**src/rtl/pixel_pkg.sv**
```systemverilog
// Shared pixel constants for the drawing datapaths and the plot arbiter.
// Default geometry of the 160x120 VGA adapter and colour/arbitration encodings.
package pixel_pkg;

    localparam int PIX_X_W      = 8;
    localparam int PIX_Y_W      = 7;
    localparam int PIX_COLOUR_W = 24;

    localparam logic [PIX_COLOUR_W-1:0] COLOUR_BLACK = 24'h000000;
    localparam logic [PIX_COLOUR_W-1:0] COLOUR_WHITE = 24'hFFFFFF;

    localparam int ARB_FIXED = 0;
    localparam int ARB_RR    = 1;

    localparam int SCREEN_W = 160;
    localparam int SCREEN_H = 120;

endpackage

```
**src/rtl/rr_arbiter.sv**
```systemverilog
// Combinational request arbiter: fixed lowest-index or cyclic from a pointer.
// Produces a one-hot grant plus its encoded index.
module rr_arbiter
    import pixel_pkg::*;
#(
    parameter int NUM_SRC = 3,
    parameter int MODE    = ARB_FIXED,
    parameter int IDX_W   = (NUM_SRC > 1) ? $clog2(NUM_SRC) : 1
) (
    input  logic [NUM_SRC-1:0] req,
    input  logic [IDX_W-1:0]   ptr,
    output logic [NUM_SRC-1:0] grant,
    output logic [IDX_W-1:0]   grant_idx
);

    // Scan requests starting at the pointer (or index 0) and take the first hit.
    always_comb begin
        logic           found;
        int             pos;
        logic [IDX_W-1:0] idx;
        grant     = '0;
        grant_idx = '0;
        found     = 1'b0;
        pos       = 0;
        idx       = '0;
        for (int k = 0; k < NUM_SRC; k++) begin
            pos = (MODE == ARB_RR) ? ((int'(ptr) + k) % NUM_SRC) : k;
            idx = IDX_W'(pos);
            if (!found && req[idx]) begin
                found      = 1'b1;
                grant[idx] = 1'b1;
                grant_idx  = idx;
            end
        end
    end

endmodule

```
**src/rtl/pixel_plot_arbiter.sv**
```systemverilog
// Merges several pixel drawers and a rate-limited cursor overlay onto one
// VGA adapter write port, with colour-key transparency per source.
module pixel_plot_arbiter
    import pixel_pkg::*;
#(
    parameter int                    NUM_SRC       = 3,
    parameter int                    X_W           = PIX_X_W,
    parameter int                    Y_W           = PIX_Y_W,
    parameter int                    COLOUR_W      = PIX_COLOUR_W,
    parameter logic [COLOUR_W-1:0]   TRANSPARENT   = '0,
    parameter int                    ARB_MODE      = ARB_FIXED,
    parameter int                    CURSOR_PERIOD = 4,
    parameter logic [COLOUR_W-1:0]   CURSOR_COLOUR = '1
) (
    input  logic                             clock,
    input  logic                             reset,
    input  logic [NUM_SRC-1:0]               src_valid,
    input  logic [NUM_SRC*X_W-1:0]           src_x,
    input  logic [NUM_SRC*Y_W-1:0]           src_y,
    input  logic [NUM_SRC*COLOUR_W-1:0]      src_colour,
    input  logic [NUM_SRC-1:0]               src_key_en,
    output logic [NUM_SRC-1:0]               src_ready,
    input  logic                             cursor_en,
    input  logic [X_W-1:0]                   cursor_x,
    input  logic [Y_W-1:0]                   cursor_y,
    output logic [X_W-1:0]                   x_out,
    output logic [Y_W-1:0]                   y_out,
    output logic [COLOUR_W-1:0]              colour_out,
    output logic                             plot,
    output logic [$clog2(NUM_SRC+1)-1:0]     out_src,
    output logic [15:0]                      plotted_count
);

    localparam int SRC_W = $clog2(NUM_SRC + 1);
    localparam int IDX_W = (NUM_SRC > 1) ? $clog2(NUM_SRC) : 1;
    localparam int BC_W  = $clog2(CURSOR_PERIOD);

    logic [IDX_W-1:0]    rr_ptr_q, rr_ptr_d;
    logic [BC_W-1:0]     burst_cnt_q, burst_cnt_d;
    logic [X_W-1:0]      x_q, x_d;
    logic [Y_W-1:0]      y_q, y_d;
    logic [COLOUR_W-1:0] colour_q, colour_d;
    logic                plot_q, plot_d;
    logic [SRC_W-1:0]    out_src_q, out_src_d;
    logic [15:0]         count_q, count_d;

    logic [NUM_SRC-1:0]  grant;
    logic [IDX_W-1:0]    grant_idx;
    logic                cursor_slot;
    logic [X_W-1:0]      sel_x;
    logic [Y_W-1:0]      sel_y;
    logic [COLOUR_W-1:0] sel_colour;

    rr_arbiter #(
        .NUM_SRC (NUM_SRC),
        .MODE    (ARB_MODE),
        .IDX_W   (IDX_W)
    ) u_arb (
        .req       (src_valid),
        .ptr       (rr_ptr_q),
        .grant     (grant),
        .grant_idx (grant_idx)
    );

    assign cursor_slot = cursor_en &&
        ((burst_cnt_q == BC_W'(CURSOR_PERIOD - 1)) || (src_valid == '0));

    assign src_ready  = (reset || cursor_slot) ? '0 : grant;

    assign sel_x      = src_x[grant_idx*X_W +: X_W];
    assign sel_y      = src_y[grant_idx*Y_W +: Y_W];
    assign sel_colour = src_colour[grant_idx*COLOUR_W +: COLOUR_W];

    // Decide this cycle's slot: cursor, granted source, or idle hold.
    always_comb begin
        x_d         = x_q;
        y_d         = y_q;
        colour_d    = colour_q;
        out_src_d   = out_src_q;
        plot_d      = 1'b0;
        burst_cnt_d = '0;
        rr_ptr_d    = rr_ptr_q;
        if (cursor_slot) begin
            x_d       = cursor_x;
            y_d       = cursor_y;
            colour_d  = CURSOR_COLOUR;
            out_src_d = SRC_W'(NUM_SRC);
            plot_d    = 1'b1;
        end else if (src_valid != '0) begin
            x_d       = sel_x;
            y_d       = sel_y;
            colour_d  = sel_colour;
            out_src_d = SRC_W'(grant_idx);
            plot_d    = !(src_key_en[grant_idx] && (sel_colour == TRANSPARENT));
            if (cursor_en) begin
                burst_cnt_d = burst_cnt_q + 1'b1;
            end
            if (ARB_MODE == ARB_RR) begin
                rr_ptr_d = (grant_idx == IDX_W'(NUM_SRC - 1)) ? '0 : grant_idx + 1'b1;
            end
        end
        count_d = count_q + {15'b0, plot_d};
    end

    // Register the decided pixel and arbitration state.
    always_ff @(posedge clock) begin
        if (reset) begin
            x_q         <= '0;
            y_q         <= '0;
            colour_q    <= '0;
            plot_q      <= 1'b0;
            out_src_q   <= '0;
            count_q     <= '0;
            rr_ptr_q    <= '0;
            burst_cnt_q <= '0;
        end else begin
            x_q         <= x_d;
            y_q         <= y_d;
            colour_q    <= colour_d;
            plot_q      <= plot_d;
            out_src_q   <= out_src_d;
            count_q     <= count_d;
            rr_ptr_q    <= rr_ptr_d;
            burst_cnt_q <= burst_cnt_d;
        end
    end

    assign x_out         = x_q;
    assign y_out         = y_q;
    assign colour_out    = colour_q;
    assign plot          = plot_q;
    assign out_src       = out_src_q;
    assign plotted_count = count_q;

endmodule

```
**config.mk**
```make
export PLATFORM = sky130hd
export DESIGN_NAME = pixel_plot_arbiter
export DESIGN_NICKNAME = d
export VERILOG_FILES = /design/src/rtl/pixel_pkg.sv /design/src/rtl/rr_arbiter.sv /design/src/rtl/pixel_plot_arbiter.sv
export SDC_FILE = /design/constraint.sdc
export NUM_CORES = 1
export LEC_CHECK = 0
export CORE_MARGIN = 2
export CORE_UTILIZATION = 35
export CTS_BUF_LIST = sky130_fd_sc_hd__clkbuf_16
export CTS_CLUSTER_SIZE = 8
export DETAILED_ROUTE_END_ITERATION = 8
export GPL_TIMING_DRIVEN = 1
export PLACE_DENSITY = 0.75
export SLEW_MARGIN = 20
export SYNTH_ARGS = -nofsm -noshare
export SYNTH_HDL_FRONTEND = slang
export SYNTH_SLANG_ARGS = --single-unit
```
**constraint.sdc**
```tcl
create_clock -name clock -period 2.7 [get_ports clock]
set_input_delay 0.54 -clock clock [delete_from_list [all_inputs] [get_ports clock]]
set_output_delay 0.54 -clock clock [all_outputs]
set_load 0.05 [all_outputs]
```
### After elaboration in Yosys (flattened, before gate mapping)

Cells that the tools add are included.

| word-level totals | value |
|---|---|
| register bits after elaboration | 60 |
| input bits | 141 |

| operators by class | value |
|---|---|
| add/subtract/negate cells | 2 |
| multipliers | 2 |
| equal/unequal tests | 1 |
| order comparisons | 1 |
| shifts and indexed selects | 3 |
| bitwise logic cells | 2 |
| muxes and demuxes | 19 |
| reductions and logical operators | 14 |

Operator list:

| cell | count |
|---|---|
| variable part select 72 x 8 -> 24 bit | 1 |
| 2-to-1 mux 24 bit | 2 |
| logical NOT 24 bit | 1 |
| variable part select 24 x 6 -> 8 bit | 1 |
| variable part select 21 x 6 -> 7 bit | 1 |
| adder 16 x 1 -> 16 bit | 1 |
| 2-to-1 mux 8 bit | 2 |
| 2-to-1 mux 7 bit | 2 |
| 2-to-1 mux 1 bit | 8 |
| 2-to-1 mux 2 bit | 3 |
| multiplier 2 x 3 -> 5 bit (second input constant) | 1 |
| logical AND 1 bit | 4 |
| multiplier 2 x 2 -> 4 bit (second input constant) | 1 |
| OR reduction 4 bit | 1 |
| logical NOT 1 bit | 3 |
| logical NOT 3 bit | 1 |
| less-than comparator 2 x 3 -> 1 bit (second input constant) | 1 |
| 2-to-1 mux 3 bit | 1 |
| nonzero test 3 bit | 1 |
| adder 2 x 1 -> 2 bit (second input constant) | 1 |
| binary-select mux 1 bit (select 2 bit) | 1 |
| equality test 2 bit (second input constant) | 1 |
| logical OR 1 bit | 2 |
| inverter 1 bit | 2 |
| nonzero test 2 bit | 1 |

### Depth between registers and ports, before layout

Gate-level depths: netlist of the first run.

| logic depth | value |
|---|---|
| depth in word-level cells | 15 |
| mapped depth | 14 |
| gate-level depth less buffers | 12 |

### Modules after synthesis

Synthesis of the first run repeated with hierarchy kept, for this count alone.

| second synthesis, totals | value |
|---|---|
| cells, all modules | 400 |
| area, all modules | 3,478.3 um^2 |

By module, submodules not included:

| module | cells each | sequential area each (um^2) | area an instance (um^2) | times used |
|---|---|---|---|---|
| pixel_plot_arbiter | 395 | 1,201.2 | 3,438.3 | 1 |
| rr_arbiter | 5 | 0.0 | 40.0 | 1 |

### Least setup slack after synthesis of the first run

No wires, ideal clock.

| timing path | value |
|---|---|
| path kind | input to register |
| start | input port src_valid[1] |
| end | register count_q[10] (netlist: plotted_count[10]) |
| stages | 14 |
| path slack | -0.095 ns |
| setup time | 0.128 ns |
| required time | 2.572 ns |
| arrival | 2.668 ns |
| path through | buf_6 > and2b_4 > buf_6 > a221oi_2 > nand4_1 > nor4_2 > a21oi_1 > ha_1 > ha_1 > and2_1 > nand4_1 > nor2_1 > xnor2_1 > nor2_1 |

| between the ends | value |
|---|---|
| longest elaborated chain between the ends | 13 |
| elaborated cells on any way between the ends | 20 |
| classes of those cells | 1 x add/sub; 1 x mul; 1 x shift; 7 x mux; 10 x reduce/logical |

Ends and longest elaborated chain:

| what | RTL line | source |
|---|---|---|
| start, declared | pixel_plot_arbiter.sv:17 | `input logic [NUM_SRC-1:0] src_valid,` |
| logical AND 1 bit | rr_arbiter.sv:29 | `if (!found && req[idx]) begin` |
| 2-to-1 mux 1 bit | rr_arbiter.sv:29 |  |
| logical NOT 1 bit | rr_arbiter.sv:29 |  |
| logical AND 1 bit | rr_arbiter.sv:29 |  |
| 2-to-1 mux 2 bit | rr_arbiter.sv:29 |  |
| multiplier 2 x 2 -> 4 bit | pixel_plot_arbiter.sv:72 | `assign sel_colour = src_colour[grant_idx*COLOUR_W +: COLOUR_W];` |
| variable part select 72 x 8 -> 24 bit | pixel_plot_arbiter.sv:72 |  |
| logical NOT 24 bit | pixel_plot_arbiter.sv:94 | `plot_d = !(src_key_en[grant_idx] && (sel_colour == TRANSPARENT));` |
| logical AND 1 bit | pixel_plot_arbiter.sv:94 |  |
| logical NOT 1 bit | pixel_plot_arbiter.sv:94 |  |
| 2-to-1 mux 1 bit | pixel_plot_arbiter.sv:89 | `end else if (src_valid != '0) begin` |
| 2-to-1 mux 1 bit * | pixel_plot_arbiter.sv:83 | `if (cursor_slot) begin` |
| via plot_d | pixel_plot_arbiter.sv:43 | `logic plot_q, plot_d;` |
| adder 16 x 1 -> 16 bit * | pixel_plot_arbiter.sv:102 | `count_d = count_q + {15'b0, plot_d};` |
| end signal, assigned | pixel_plot_arbiter.sv:122 | `count_q <= count_d;` |
| end, declared | pixel_plot_arbiter.sv:45 | `logic [15:0] count_q, count_d;` |

Mark *: on every way through the listed nets, which the timed path passes. The rest lies on a longest branch. The select of a mux whose other input is x is not followed.
A chain may end at the register's enable or synchronous reset.

### Worst setup path after layout of the first run

| timing path | value |
|---|---|
| start | input port src_valid[1] |
| end | register count_q[12] (netlist: plotted_count[12]) |

Same word-level chain as after synthesis.

==> results by group, run 1 <==
Finish
  • Synth-to-Final Area Change: 103%
  • Finished layout cell area: around 0.0073 sq mm
  • Commonest non-fill, non-tap cell in the layout: clkdlybuf4s50_1
  • Layout cells sized above 1: between 20% and 30%
  • Highest-count cells in the layout ignoring fill and taps: 191 x clkdlybuf4s50_1, 77 x buf_4, 69 x nand2_1, 60 x dfxtp_1, 48 x nor2_1
  • Final layout net count: slightly below 900

Synthesis
  • Sequential share of the synthesized area: roughly a third
  • Basic-gate share of the synthesized area counting and, or, nand and nor cells: 30.4%
  • Flip-flop and latch count after synthesis: 60
  • Total nets after synthesis: 594
  • Post-synthesis mux area share: 0%
  • Asr flop ratio synth: 0%
  • Number of enable flip-flop cells after synthesis: 0
  • Main combinational cell family by area after synthesis: simple AND/OR/NAND/NOR gates
  • XOR/XNOR Fraction of Synth Area: between 2 and 2.5%
  • Most frequently used flop master after synthesis: dfxtp_1
  • Gate count after technology mapping: 450
  • Distinct cells, synth: 53
  • Complex-gate fraction of the synthesized area: roughly a quarter
  • Leading area contributor after synthesis: dfxtp_1
  • Dominant cells by area after synthesis: dfxtp_1 34%, nand2_1 7.3%, nor2_1 5.2%, or3b_1 4.9%, a21oi_1 4.2%
  • Share of synthesized cell area in full adder, half adder and majority cells: under 10%
  • Post-synthesis instance area: about 0.0036 sq mm
  • Synthesis Warnings: 0
  • Syn avg cell area: just under 8 sq um
  • Area fraction of the dominant cell type after synthesis: approximately a third

Power and ir drop
  • Static power due to leakage: between 2 and 3 nW
  • Portion of total power attributed to combinational logic: between 30 and 40%
  • Power per standard cell area: 445 mW/mm^2
  • Internal power component: approximately 0.0022 W
  • Net switching share of the total power: around a third
  • Net switching power of the design: between 0.001 and 0.0015 W
  • Design Power: ~0.0032 W
  • Maximum resistive drop on vdd: between 0.0004 and 0.0005 V
  • Register share of total power: 30.5%
  • Clock network fraction of total power: between 30% and 40%

Clock tree
  • CTS tree: done
  • Clk sinks: 60
  • Post-CTS Hold Buffers: 0
  • Level count of the clock H-tree: 3
  • Number of CTS-inserted buffers: 9
  • Clock transition at path regs: ~0.060 ns
  • Clk Tree Root Cell: clkbuf_16
  • Deepest clock path buffer count: 2
  • Worst-skew pair later-pin latency: just over 0.3 ns

Global route
  • First-pass GRT wire length: 26,600 microns
  • All-layer global routing usage: 30.8%
  • GRT Residual Overflow: 0
  • Maximum number of pins on one net before global-route repair: 41
  • Number of antenna violations at the first check in global routing: 2
  • Number of global-route vias before repair: between 4k and 5k

Worst setup path
  • Largest fanout on the critical path: 5
  • CP Capture Type: register
  • Worst setup SP type: input port
  • Data required time at the worst endpoint: approximately 2.9 ns
  • Data arrival time of the critical path: 3.18 ns
  • Startpoint-to-endpoint class of the critical path: in2reg

Die
  • Horizontal die dimension: 105 microns
  • I/O pins: around 200
  • Row count: 36
  • Height of the die: ~110 microns
  • Core Region: 0.00986 sq mm
  • Initial cell density of the core: a little over a third
  • Die Outline Area: around 0.011 sq mm

Detailed routing
  • Post-detailed-routing wire length: around 18,000 microns
  • DRC violation total after the first TritonRoute iteration: just over 500
  • Total DRC errors in the routed layout: 0
  • DR pass1 iterations: 5
  • Per-cell routed wire length: between 20 and 25 microns
  • Number of nets with antenna violations after detailed routing: 0
  • Count of vias placed by the detailed router: approximately 5k
  • Drt via density: approximately 5.8

STA
  • Worst Skew: just under 0.007 ns
  • Worst hold-check slack: 0.489 ns
  • Post-route clock period utilization: 111%
  • Worst slew margin relative to its limit: around three fifths
  • Worst Tran Pin Value: just over 0.6 ns
  • Final number of hold-violating endpoints: 0
  • Count of endpoints failing setup in the final report: 16
  • Total count of max-transition violations in the final report: 0
  • Final setup margin: -0.301 ns
  • Setup repair after global routing missed its margin: true
  • Post-layout minimum cycle time: 3.00 ns
  • Maximum operating frequency: about 330 MHz

Placement
  • Count of input and output buffers: roughly 200
  • Last weighted congestion value of the routability-driven placer: around 0.97
  • DPL Wire Length: roughly 11,000 microns
  • Total placed instance area: ~0.006 sq mm

Run status
  • Failing checks: setup timing
  • Outcome: finished with violations

Min path
  • Class of the most critical hold timing path: reg2reg

Job
  • Count of max-cap constraint violations: 0
metal layers:
layer | track usage [%] | up-vias | share of wire (%)
li1 | - | 2198 | -
met3 | 7.17 | 81 | 7.8
met5 | 0 | - | 0
met4 | 18.7 | 0 | 5.9
met1 | 36.2 | 2352 | 37
met2 | 50.7 | 324 | 49
flip-flops by register name, summed over array words and instances (netlist names):
signal,cells
plotted_count,16
colour_out,24
out_src,2
x_out,8
burst_cnt_q,2
plot,1
y_out,7
critical path, stage by stage:
cell      delay [ns]
buf_8           0.11
buf_12          0.13
o21ba_4         0.21
buf_6           0.14
buf_16          0.14
o221ai_2        0.23
nand4_1         0.23
nor4_4          0.36
a21oi_2         0.12
ha_2            0.21
ha_4            0.16
and2_4          0.14
nand4_1         0.14
buf_4           0.14
or3_1           0.11
a21oi_2         0.05
worst paths after layout:
kind,from,endpoint,slack (ns),cells past startpoint
worst max-delay path,src_valid[1],plotted_count[12],-0.30,16
worst min-delay path,burst_cnt_q[0],burst_cnt_q[0],0.49,1
worst max register to register,burst_cnt_q[0],plotted_count[14],0.14,12
worst min register to register,burst_cnt_q[0],burst_cnt_q[0],0.49,1
power by group through the flow:
stage | Clock (W) | Sequential (W) | Combinational [W]
floorplan | 0 | 0.00121 | 0.000278
global placement | 0 | 0.00100 | 0.000939
detailed placement | 0 | 0.00100 | 0.000948
CTS | 0.00109 | 0.000985 | 0.00108
global route | 0.00114 | 0.000992 | 0.00120
finish | 0.00109 | 0.000988 | 0.00116
repair_timing:
action | 4_1_cts | 5_1_grt
buffers inserted | 35 | 8
gates resized for setup | 64 | 38
gates cloned | 7 | 0
pin swaps | 28 | 21
setup endpoints to repair | 18 | 16
endpoints found under the hold margin | 0 | 0
cells in the mapped netlist, types with 3 or more instances:
master and instances:
a221oi_1 5, o21ai_1 3, buf_4 3, a311oi_1 15, inv_1 5, nor2_1 50, or2_2 3, a311o_1 15
xnor2_1 5, dfxtp_1 60, nand2_1 70, xor2_1 5, or3b_1 20, ha_1 3, a21oi_1 30, nor3_1 6
buf_2 16, nand2b_1 6, a21o_1 3, nor4bb_1 4, a211oi_1 4, or3_1 5, o21ai_0 21, nand3_1 3
or2_1 14, clkbuf_1 16, o221ai_1 15, buf_6 6, nand4_1 8
per-stage QoR:
stage / TNS [ns] / setup WS, ns / util [%] / cells
after global placement: -9.70 / -0.744 / 61.6 / 795
final: -2.81 / -0.301 / 73.7 / 860
after global routing: -4.20 / -0.390 / 73.7 / 859
after detailed placement: -11.98 / -0.807 / 61.6 / 795
after floorplan: -0.0705 / -0.0356 / - / 450
after CTS: -0.261 / -0.0826 / 71.5 / 851
logic make-up (layout without fill, tap and decap cells):
family	Yosys count	count (layout)
simple gates	207	207
compound gates	124	124
flops	60	60
buf+inv	46	321
xor+xnor	10	10
fa+ha+maj	3	3
other cells	0	2
area by class of cell:
cell class,instances,area [sq um]
clock inverter,5,45.0
multi-input combinational,344,2540
antenna,2,5.00
tap,133,166
clock buffer,9,225
fill,667,2600
timing repair buffer,302,3060
sequential,60,1200
inverter,5,18.8
(Power assumes the default switching activity.)
==> inputs of run 2 (changes only) <==
- CORE_ASPECT_RATIO: default -> 1.25
==> results by group, run 2 (synthesis results as in run 1) <==
Finish
  • Commonest non-fill, non-tap cell in the layout: clkdlybuf4s50_1 (unchanged)
  • Number of flip-flops under the largest register name: 24 (unchanged)
  • Highest-count cells in the layout ignoring fill and taps: 161 x clkdlybuf4s50_1, 86 x buf_4, 69 x nand2_1, 60 x dfxtp_1, 50 x nor2_1 (was 191 x clkdlybuf4s50_1, 77 x buf_4, 69 x nand2_1, 60 x dfxtp_1, 48 x nor2_1)
  • Area of the multi-input gates: 0.00247 sq mm (was 0.00254 sq mm)
  • Finished layout cell area: 0.00696 sq mm (was 0.00727 sq mm)
  • Layout cells sized above 1: 24.1% (was 25.7%)
  • Final standard cell count with taps included and fillers excluded: 846 (was 860)
  • Synth-to-Final Area Change: 94.2% (was 103%)
  • Final layout net count: 857 (was 866)
  • Number of inserted filler cells in the final layout: 757 (was 667)
  • Total area of sequential cells: 0.00120 sq mm (unchanged)
  • # diodes: 0 (was 2)

STA
  • Total count of max-transition violations in the final report: 0 (unchanged)
  • Count of endpoints failing setup in the final report: 6 (was 16)
  • Post-route clock period utilization: 103% (was 111%)
  • Worst Tran Pin Value: 0.545 ns (was 0.613 ns)
  • Worst hold-check slack: 0.447 ns (was 0.489 ns)
  • Final number of hold-violating endpoints: 0 (unchanged)
  • Worst slew margin relative to its limit: 63.6% (was 59.0%)
  • Maximum operating frequency: 361 MHz (was 333 MHz)
  • Post-layout minimum cycle time: 2.77 ns (was 3.00 ns)
  • Final setup margin: -0.0679 ns (was -0.301 ns)
  • Worst Skew: 0.00388 ns (was 0.00694 ns)
  • Summed negative setup slack over all endpoints: -0.156 ns (was -2.81 ns)
  • Setup repair after global routing missed its margin: true (unchanged)

Die
  • I/O pins: 202 (unchanged)
  • Row count: 41 (was 36)
  • Die Outline Area: 0.0111 sq mm (about the same)
  • Height of the die: 117 microns (was 105 microns)
  • Horizontal die dimension: 94.5 microns (was 105 microns)
  • Initial cell density of the core: 35.6% (was 36.3%)
  • Core Region: 0.0101 sq mm (was 0.00986 sq mm)

Detailed routing
  • DR pass1 iterations: 5 (unchanged)
  • Number of nets with antenna violations after detailed routing: 0 (unchanged)
  • Post-detailed-routing wire length: 14,900 microns (was 18,400 microns)
  • DRC violation total after the first TritonRoute iteration: 214 (was 509)
  • Total DRC errors in the routed layout: 0 (unchanged)
  • Per-cell routed wire length: 17.6 microns (was 21.4 microns)
  • Drt via density: 5.42 (was 5.76)
  • Count of vias placed by the detailed router: 4,588 (was 4,955)

Clock tree
  • CTS tree: done (unchanged)
  • Post-CTS Hold Buffers: 0 (unchanged)
  • Clock transition at path regs: 0.05 ns (was 0.06 ns)
  • Worst-skew pair later-pin latency: 0.32 ns (was 0.31 ns)
  • Deepest clock path buffer count: 2 (unchanged)
  • Clk Tree Root Cell: clkbuf_16 (unchanged)
  • Level count of the clock H-tree: 3 (unchanged)
  • Number of CTS-inserted buffers: 9 (unchanged)
  • Clk sinks: 60 (unchanged)

Power and ir drop
  • Power per standard cell area: 466 mW/mm^2 (was 445 mW/mm^2)
  • Internal power component: 0.00227 W (was 0.00221 W)
  • Net switching power of the design: 0.000971 W (was 0.00102 W)
  • Net switching share of the total power: 30.0% (was 31.7%)
  • Portion of total power attributed to combinational logic: 32.6% (was 35.9%)
  • Clock network fraction of total power: 37.0% (was 33.6%)
  • Register share of total power: 30.4% (was 30.5%)
  • Static power due to leakage: 2.88 nW (was 2.86 nW)
  • Maximum resistive drop on vdd: 0.000411 V (was 0.000405 V)

Placement
  • Count of input and output buffers: 201 (unchanged)
  • Inst Count DP: 794 (was 795)
  • DPL Wire Length: 10,800 microns (was 10,900 microns)
  • Last weighted congestion value of the routability-driven placer: 0.980 (was 0.970)
  • Total placed instance area: 0.00605 sq mm (was 0.00608 sq mm)

Run status
  • Failing checks: setup timing (unchanged)
  • Outcome: finished with violations (unchanged)

Worst setup path
  • Worst setup SP type: input port (unchanged)
  • Buf/Inv on CP: 1 (was 5)
  • Cells traversed along the worst timing path: clkdlybuf4s50_1 > nor4bb_2 > a221oi_2 > nand4_1 > nor4_2 > a21oi_2 > ha_2 > ha_4 > and2_4 > nand4_1 > nor2_1 > xnor2_1 > nor2_1 (was buf_8 > buf_12 > o21ba_4 > buf_6 > buf_16 > o221ai_2 > nand4_1 > nor4_4 > a21oi_2 > ha_2 > ha_4 > and2_4 > nand4_1 > buf_4 > or3_1 > a21oi_2)
  • Data required time at the worst endpoint: 2.91 ns (was 2.88 ns)
  • Data arrival time of the critical path: 2.97 ns (was 3.18 ns)
  • Family of cells with the greatest summed delay on the critical path: simple AND/OR/NAND/NOR gates (unchanged)
  • Largest fanout on the critical path: 5 (unchanged)
  • CP Capture Type: register (unchanged)
  • Worst-path cell with the longest stage delay: clkdlybuf4s50_1 (was nor4_4)
  • Startpoint-to-endpoint class of the critical path: in2reg (unchanged)
  • CP peak stage delay: 0.42 ns (was 0.36 ns)

Job
  • Count of max-cap constraint violations: 0 (unchanged)

Global route
  • Number of global-route vias before repair: 4,521 (was 4,713)
  • All-layer global routing usage: 25.1% (was 30.8%)
  • GRT Residual Overflow: 0 (unchanged)
  • First-pass GRT wire length: 21,500 microns (was 26,600 microns)
  • Number of antenna violations at the first check in global routing: 0 (was 2)
  • Maximum number of pins on one net before global-route repair: 41 (unchanged)

Min path
  • Class of the most critical hold timing path: reg2reg (unchanged)
run 2: metal layers:
| metal | part of all wire [%] | GRT usage (%) | routed length [microns] | vias to the layer above |
|---|---|---|---|---|
| li1 | - | - | - | 2172 |
| met1 | 37 | 26.0 | 5580 | 2144 |
| met2 | 51 | 46.3 | 7600 | 234 |
| met3 | 8.4 | 6.72 | 1250 | 38 |
| met4 | 3.3 | 13.2 | 487 | 0 |
| met5 | 0 | 0 | 0 | - |
run 2: layout make-up:
type / instances / share of cell area, %
well taps: 129 / 2.32
inverters: 5 / 0.270
clock inverters: 6 / 1.15
clock buffers: 9 / 3.24
flip-flops and latches: 60 / 17.3
repair buffers: 293 / 40.3
multi-input cells: 344 / 35.5
run 2: worst reg2reg max path: stages, from the launching register on:
cell,delay [ns]
dfxtp_1,0.32
ha_1,0.26
o21ai_2,0.17
o211ai_1,0.12
nor4_2,0.35
a21oi_2,0.12
ha_2,0.21
ha_4,0.16
and2_4,0.14
nand4_1,0.16
nor2_1,0.07
xnor2_1,0.13
nor2_1,0.06
run 2: repair_timing:
action | 4_1_cts | 5_1_grt
buffers inserted | 24 | 11
pin swaps | 46 | 39
endpoints found under the setup margin | 19 | 13
gates cloned | 1 | 1
resized for setup | 63 | 38
run 2: path summary, 6_finish.rpt:
check | end | from | cells after the start | slack [ns]
max | plotted_count[10] | src_colour[49] | 13 | -0.07
min | burst_cnt_q[0] | burst_cnt_q[0] | 1 | 0.45
max reg2reg | plotted_count[10] | burst_cnt_q[0] | 12 | 0.32
min reg2reg | burst_cnt_q[0] | burst_cnt_q[0] | 1 | 0.45
run 2: power groups by stage:
stage | clock [W] | combinational [W] | sequential (W)
after detailed placement | 0 | 0.000941 | 0.00100
after global placement | 0 | 0.000932 | 0.00100
after CTS | 0.00121 | 0.00100 | 0.000985
after floorplan | 0 | 0.000278 | 0.00121
after global routing | 0.00125 | 0.00112 | 0.000991
final | 0.00120 | 0.00106 | 0.000985
run 2: stage by stage:
step           worst slack, ns  power (W)  util, %
6_report               -0.0679    0.00324     69.2
5_1_grt                 -0.181    0.00335     69.2
4_1_cts                -0.0259    0.00320     66.5
3_5_place_dp            -0.916    0.00194     60.1
3_3_place_gp            -0.872    0.00193     60.1
2_1_floorplan          -0.0356    0.00148        -
==> edit 1, RTL diff (config.mk and constraints of run 1) <==
The parameter `CURSOR_PERIOD` goes from 4 to 16.
--- a/src/rtl/pixel_plot_arbiter.sv
+++ b/src/rtl/pixel_plot_arbiter.sv
@@ -9,7 +9,7 @@
     parameter int                    COLOUR_W      = PIX_COLOUR_W,
     parameter logic [COLOUR_W-1:0]   TRANSPARENT   = '0,
     parameter int                    ARB_MODE      = ARB_FIXED,
-    parameter int                    CURSOR_PERIOD = 4,
+    parameter int                    CURSOR_PERIOD = 16,
     parameter logic [COLOUR_W-1:0]   CURSOR_COLOUR = '1
 ) (
     input  logic                             clock,
Check against the original RTL: not equivalent (Yosys sat finds a counterexample within 4 cycles, from zero or initial values and one cycle with reset high).
==> edit 1 against run 1 <==
The flow still finishes with violations (setup timing); synthesized cell count up 1.6%; combinational power down 6%; critical path depth down 3; non-clock buffer count down 23; setup slack better by 0.21 ns; area after synthesis up 0.52%; clock power up 16%; count of clock-buffer cells in the layout unchanged; wire length down 17%; design area down 1.4%; sequential cell count up 2; total power up 3.9%; sequential share of layout area up 0.80 points; critical path type unchanged; largest cell class unchanged; highest routed layer unchanged.
==> edit 1: results (changes against run 1) <==
[run_status]
outcome = finished, violations left
violations = setup timing

[pwr]
power.total_mw = 3.36  ; +3.9%
irDropWorstVdd_mv = 0.280  ; -31%
cellLeakagePower_nw = 2.86  ; +0.27%
pwr-share-clk_pct = 37.5  ; +3.9 points
power_frac_comb_pct = 32.3  ; -3.6 points

[clock_tree]
post_cts_buffers = 11  ; -69%

[synthesis]
compound_gate_portion_of_the_synthesized_area_pct = 24.0  ; -1.6 points
synth-seq-area-share_pct = 34.5  ; +0.94 points
post_synth_fa_ha_maj_area_fraction_pct = 1.04  ; -0.0055 points
synth_common_cells = 68 x sky130_fd_sc_hd__nand2_1, 62 x sky130_fd_sc_hd__dfxtp_1, 61 x sky130_fd_sc_hd__nor2_1
synth.net_count = 601  ; +1.2%
syn_avg_cell_area_sq_um = 7.88  ; -1.0%
yosys.area_share.xor_xnor_pct = 3.16  ; +0.72 points

[routing]
drt-pass1-iter-count = 4  ; -1
initialDrtViolationCount = 230  ; -55%
drt-total-wl_mm = 15.4  ; -17%
wl_met2_mm = 7.95  ; -11%
m1WireLength_mm = 5.99  ; -13%
viasPerCell = 5.44  ; -5.6%

[timing]
timing.setup.tns_ns = -0.223  ; +2.59 ns
clock_skew_ns = 0.00687  ; -0.0000697 ns
post-route-worst-setup-slack_ns = -0.0868  ; +0.214 ns
finalSetupViolCount = 5  ; -11

[grt]
globalRouteMet2Util_pct = 46.7  ; -4.0 points
pin_count_of_the_biggest_net_entering_global_routing = 47  ; +15%
groute.usage.overall_pct = 26.4  ; -4.4 points
groute.layer.met1.usage_pct = 30.7  ; -5.4 points
met3_usage_pct = 6.00  ; -1.2 points

[finish]
final_net_count = 849  ; -2.0%
drive_above_1_share_pct = 25.8  ; +0.12 points
antenna_cells = 0  ; -2

[worst_setup_path]
crit_path_top_delay_cell = sky130_fd_sc_hd__or4_4
critical_path.max_fanout = 7  ; +2
critPathMaxStageDelay_ns = 0.44  ; +0.08 ns

[placement]
pre_cts_slack_ns = -0.995  ; -0.188 ns
placed_cell_area_sq_um = 6130  ; +0.86%
gpl.final_weighted_congestion = 0.898  ; -7.4%

==> edit 1: changes by cell type in the layout (fill, tap and decap cells not counted), sizes merged, moves of 5 or more <==
cell,run 1,this run
a211oi,4,15
buf,106,85
clkdlybuf4s50,191,161
dlygate4sd2,2,27
dlymetal6s2s,1,6
nor2,53,62
o21ai,25,19
==> edit 1: path summary, 6_finish.rpt <==
path                        from                end  slack [ns]  cells after the start
setup / recovery    src_valid[0]  plotted_count[12]       -0.09                     13
hold / removal          y_out[4]           y_out[4]        0.50                      2
setup reg to reg  burst_cnt_q[0]  plotted_count[12]        0.08                     12
hold reg to reg         y_out[4]           y_out[4]        0.50                      2
==> edit 1: layout make-up <==
type	count	area, sq um
Clock buffer	9	225
Clock inverter	7	98.8
Fill cell	723	2970
Inverter	2	7.51
Multi-Input combinational cell	351	2630
Sequential cell	62	1240
Tap cell	136	170
Timing Repair Buffer	279	2790
==> edit 2, RTL diff (flow settings as in run 1) <==
Made on the original files. Add an input register stage for `src_key_en`; this delays it by one clock. The other inputs are not delayed to match.
--- a/src/rtl/pixel_plot_arbiter.sv
+++ b/src/rtl/pixel_plot_arbiter.sv
@@ -34,6 +34,12 @@
     localparam int SRC_W = $clog2(NUM_SRC + 1);
     localparam int IDX_W = (NUM_SRC > 1) ? $clog2(NUM_SRC) : 1;
     localparam int BC_W  = $clog2(CURSOR_PERIOD);
+
+    logic [NUM_SRC-1:0] src_key_en_q;
+
+    always_ff @(posedge clock) begin
+        src_key_en_q <= src_key_en;
+    end
 
     logic [IDX_W-1:0]    rr_ptr_q, rr_ptr_d;
     logic [BC_W-1:0]     burst_cnt_q, burst_cnt_d;
@@ -91,7 +97,7 @@
             y_d       = sel_y;
             colour_d  = sel_colour;
             out_src_d = SRC_W'(grant_idx);
-            plot_d    = !(src_key_en[grant_idx] && (sel_colour == TRANSPARENT));
+            plot_d    = !(src_key_en_q[grant_idx] && (sel_colour == TRANSPARENT));
             if (cursor_en) begin
                 burst_cnt_d = burst_cnt_q + 1'b1;
             end
Formal check against the unedited RTL: not equivalent (a bounded check fails within 4 cycles, from zero or initial values and one cycle with reset high).
==> edit 2 against run 1 <==
The flow still finishes with violations (setup timing); core utilization down 2.6 points; area after synthesis is 0.94% higher; setup slack better by 0.076 ns; global-route usage is 2.7 points lower; sequential share of layout area increased by 0.90 points; total power increased by 4.2%; sequential cell count increased by 3; largest cell class unchanged; register-to-register slack improved by 0.04 ns; critical endpoint is now plotted_count[14]; wire length fell by 7.7%; count of clock-buffer cells in the layout unchanged; die area increased by 0.91%; design area fell by 0.43%; synthesized cell count rose by 0.44%.
==> edit 2: results (changes against run 1) <==
[worst_setup_path]
crit_path_top_delay_cell = sky130_fd_sc_hd__or4_4
worstRegToRegCells = 11  ; -1
reg2reg_slack_ns = 0.18  ; +0.04 ns
worstPathArrival_ns = 3.19  ; about the same
timing.rr.start = src_key_en_q[0]
critPathMaxStageDelay_ns = 0.43  ; +0.07 ns

[routing]
drt-total-wl_mm = 17.0  ; -7.7%
wl_met2_mm = 8.37  ; -6.7%
m1WireLength_mm = 6.46  ; -6.3%
highest_layer = met5

[pwr]
cellLeakagePower_nw = 2.86  ; +0.17%
irDropWorstVdd_mv = 0.396  ; -2.3%
p_sw_mw = 1.02  ; -0.80%

[clock_tree]
clkLatencyLatePin_ns = 0.33  ; +0.02 ns
number_of_instances_resized_during_post_cts_repair = 85  ; +33%

[finish]
non_clock_buffer_count = 290  ; -4.0%
nonClkBufAreaFrac_pct = 40.9  ; -1.3 points
nonClockInverterCount = 2  ; -3
drive_above_1_share_pct = 24.5  ; -1.2 points
layout_filler_cell_count = 705  ; +5.7%
antenna_cells = 0  ; -2

[grt]
groute.usage.overall_pct = 28.1  ; -2.7 points
groute.layer.met1.usage_pct = 33.4  ; -2.7 points
first_global_vias = 4452  ; -5.5%
globalRouteMet2Util_pct = 47.0  ; -3.7 points
met3_usage_pct = 8.72  ; +1.5 points

[timing]
post-route-worst-setup-slack_ns = -0.224  ; +0.0765 ns
clock_skew_ns = 0.00401  ; -0.00293 ns
finalSetupViolCount = 10  ; -6
timing.setup.tns_ns = -1.19  ; +1.62 ns

[synthesis]
synth-seq-area-share_pct = 34.9  ; +1.3 points
post_synth_fa_ha_maj_area_fraction_pct = 1.04  ; -0.0098 points
synth.net_count = 596  ; +0.34%
synth.area.top_cells = sky130_fd_sc_hd__dfxtp_1 35%, sky130_fd_sc_hd__nand2_1 7.6%, sky130_fd_sc_hd__nor2_1 5.5%, sky130_fd_sc_hd__or3b_1 4.8%, sky130_fd_sc_hd__a311o_1 4.2%
compound_gate_portion_of_the_synthesized_area_pct = 24.6  ; -0.97 points
postSynthRegisterBits = 63  ; +5.0%

[run_status]
violations = setup timing
outcome = finished, violations left

==> edit 2: worst max-delay path by stage <==
stage | endpoint | slack [ns] | cells after the start
after floorplan | plotted_count[14] | -0.22 | 13
after global placement | plotted_count[9] | -0.96 | 15
after detailed placement | plotted_count[9] | -1.03 | 15
after CTS | plotted_count[12] | -0.18 | 14
after global routing | plotted_count[14] | -0.30 | 14
final | plotted_count[14] | -0.22 | 14
==> edit 2: metrics by stage <==
stage                     power, mW  std cells  setup WS [ns]  instance area [sq um]
after CTS                      3.31        841         -0.178                   6950
after floorplan                1.52        452         -0.219                   3640
after global placement         1.99        805         -0.963                   6100
after global routing           3.49        851         -0.304                   7240
after detailed placement       2.00        805          -1.03                   6100
final                          3.37        851         -0.224                   7240
==> edit 2: kinds of logic (layout without fill, tap and decap cells) <==
kind of cell    after synthesis  count (layout)
simple gates                211             211
buf+inv                      44             307
fa+ha+maj                     3               3
xor+xnor                     11              11
compound gates              120             120
flops                        63              63
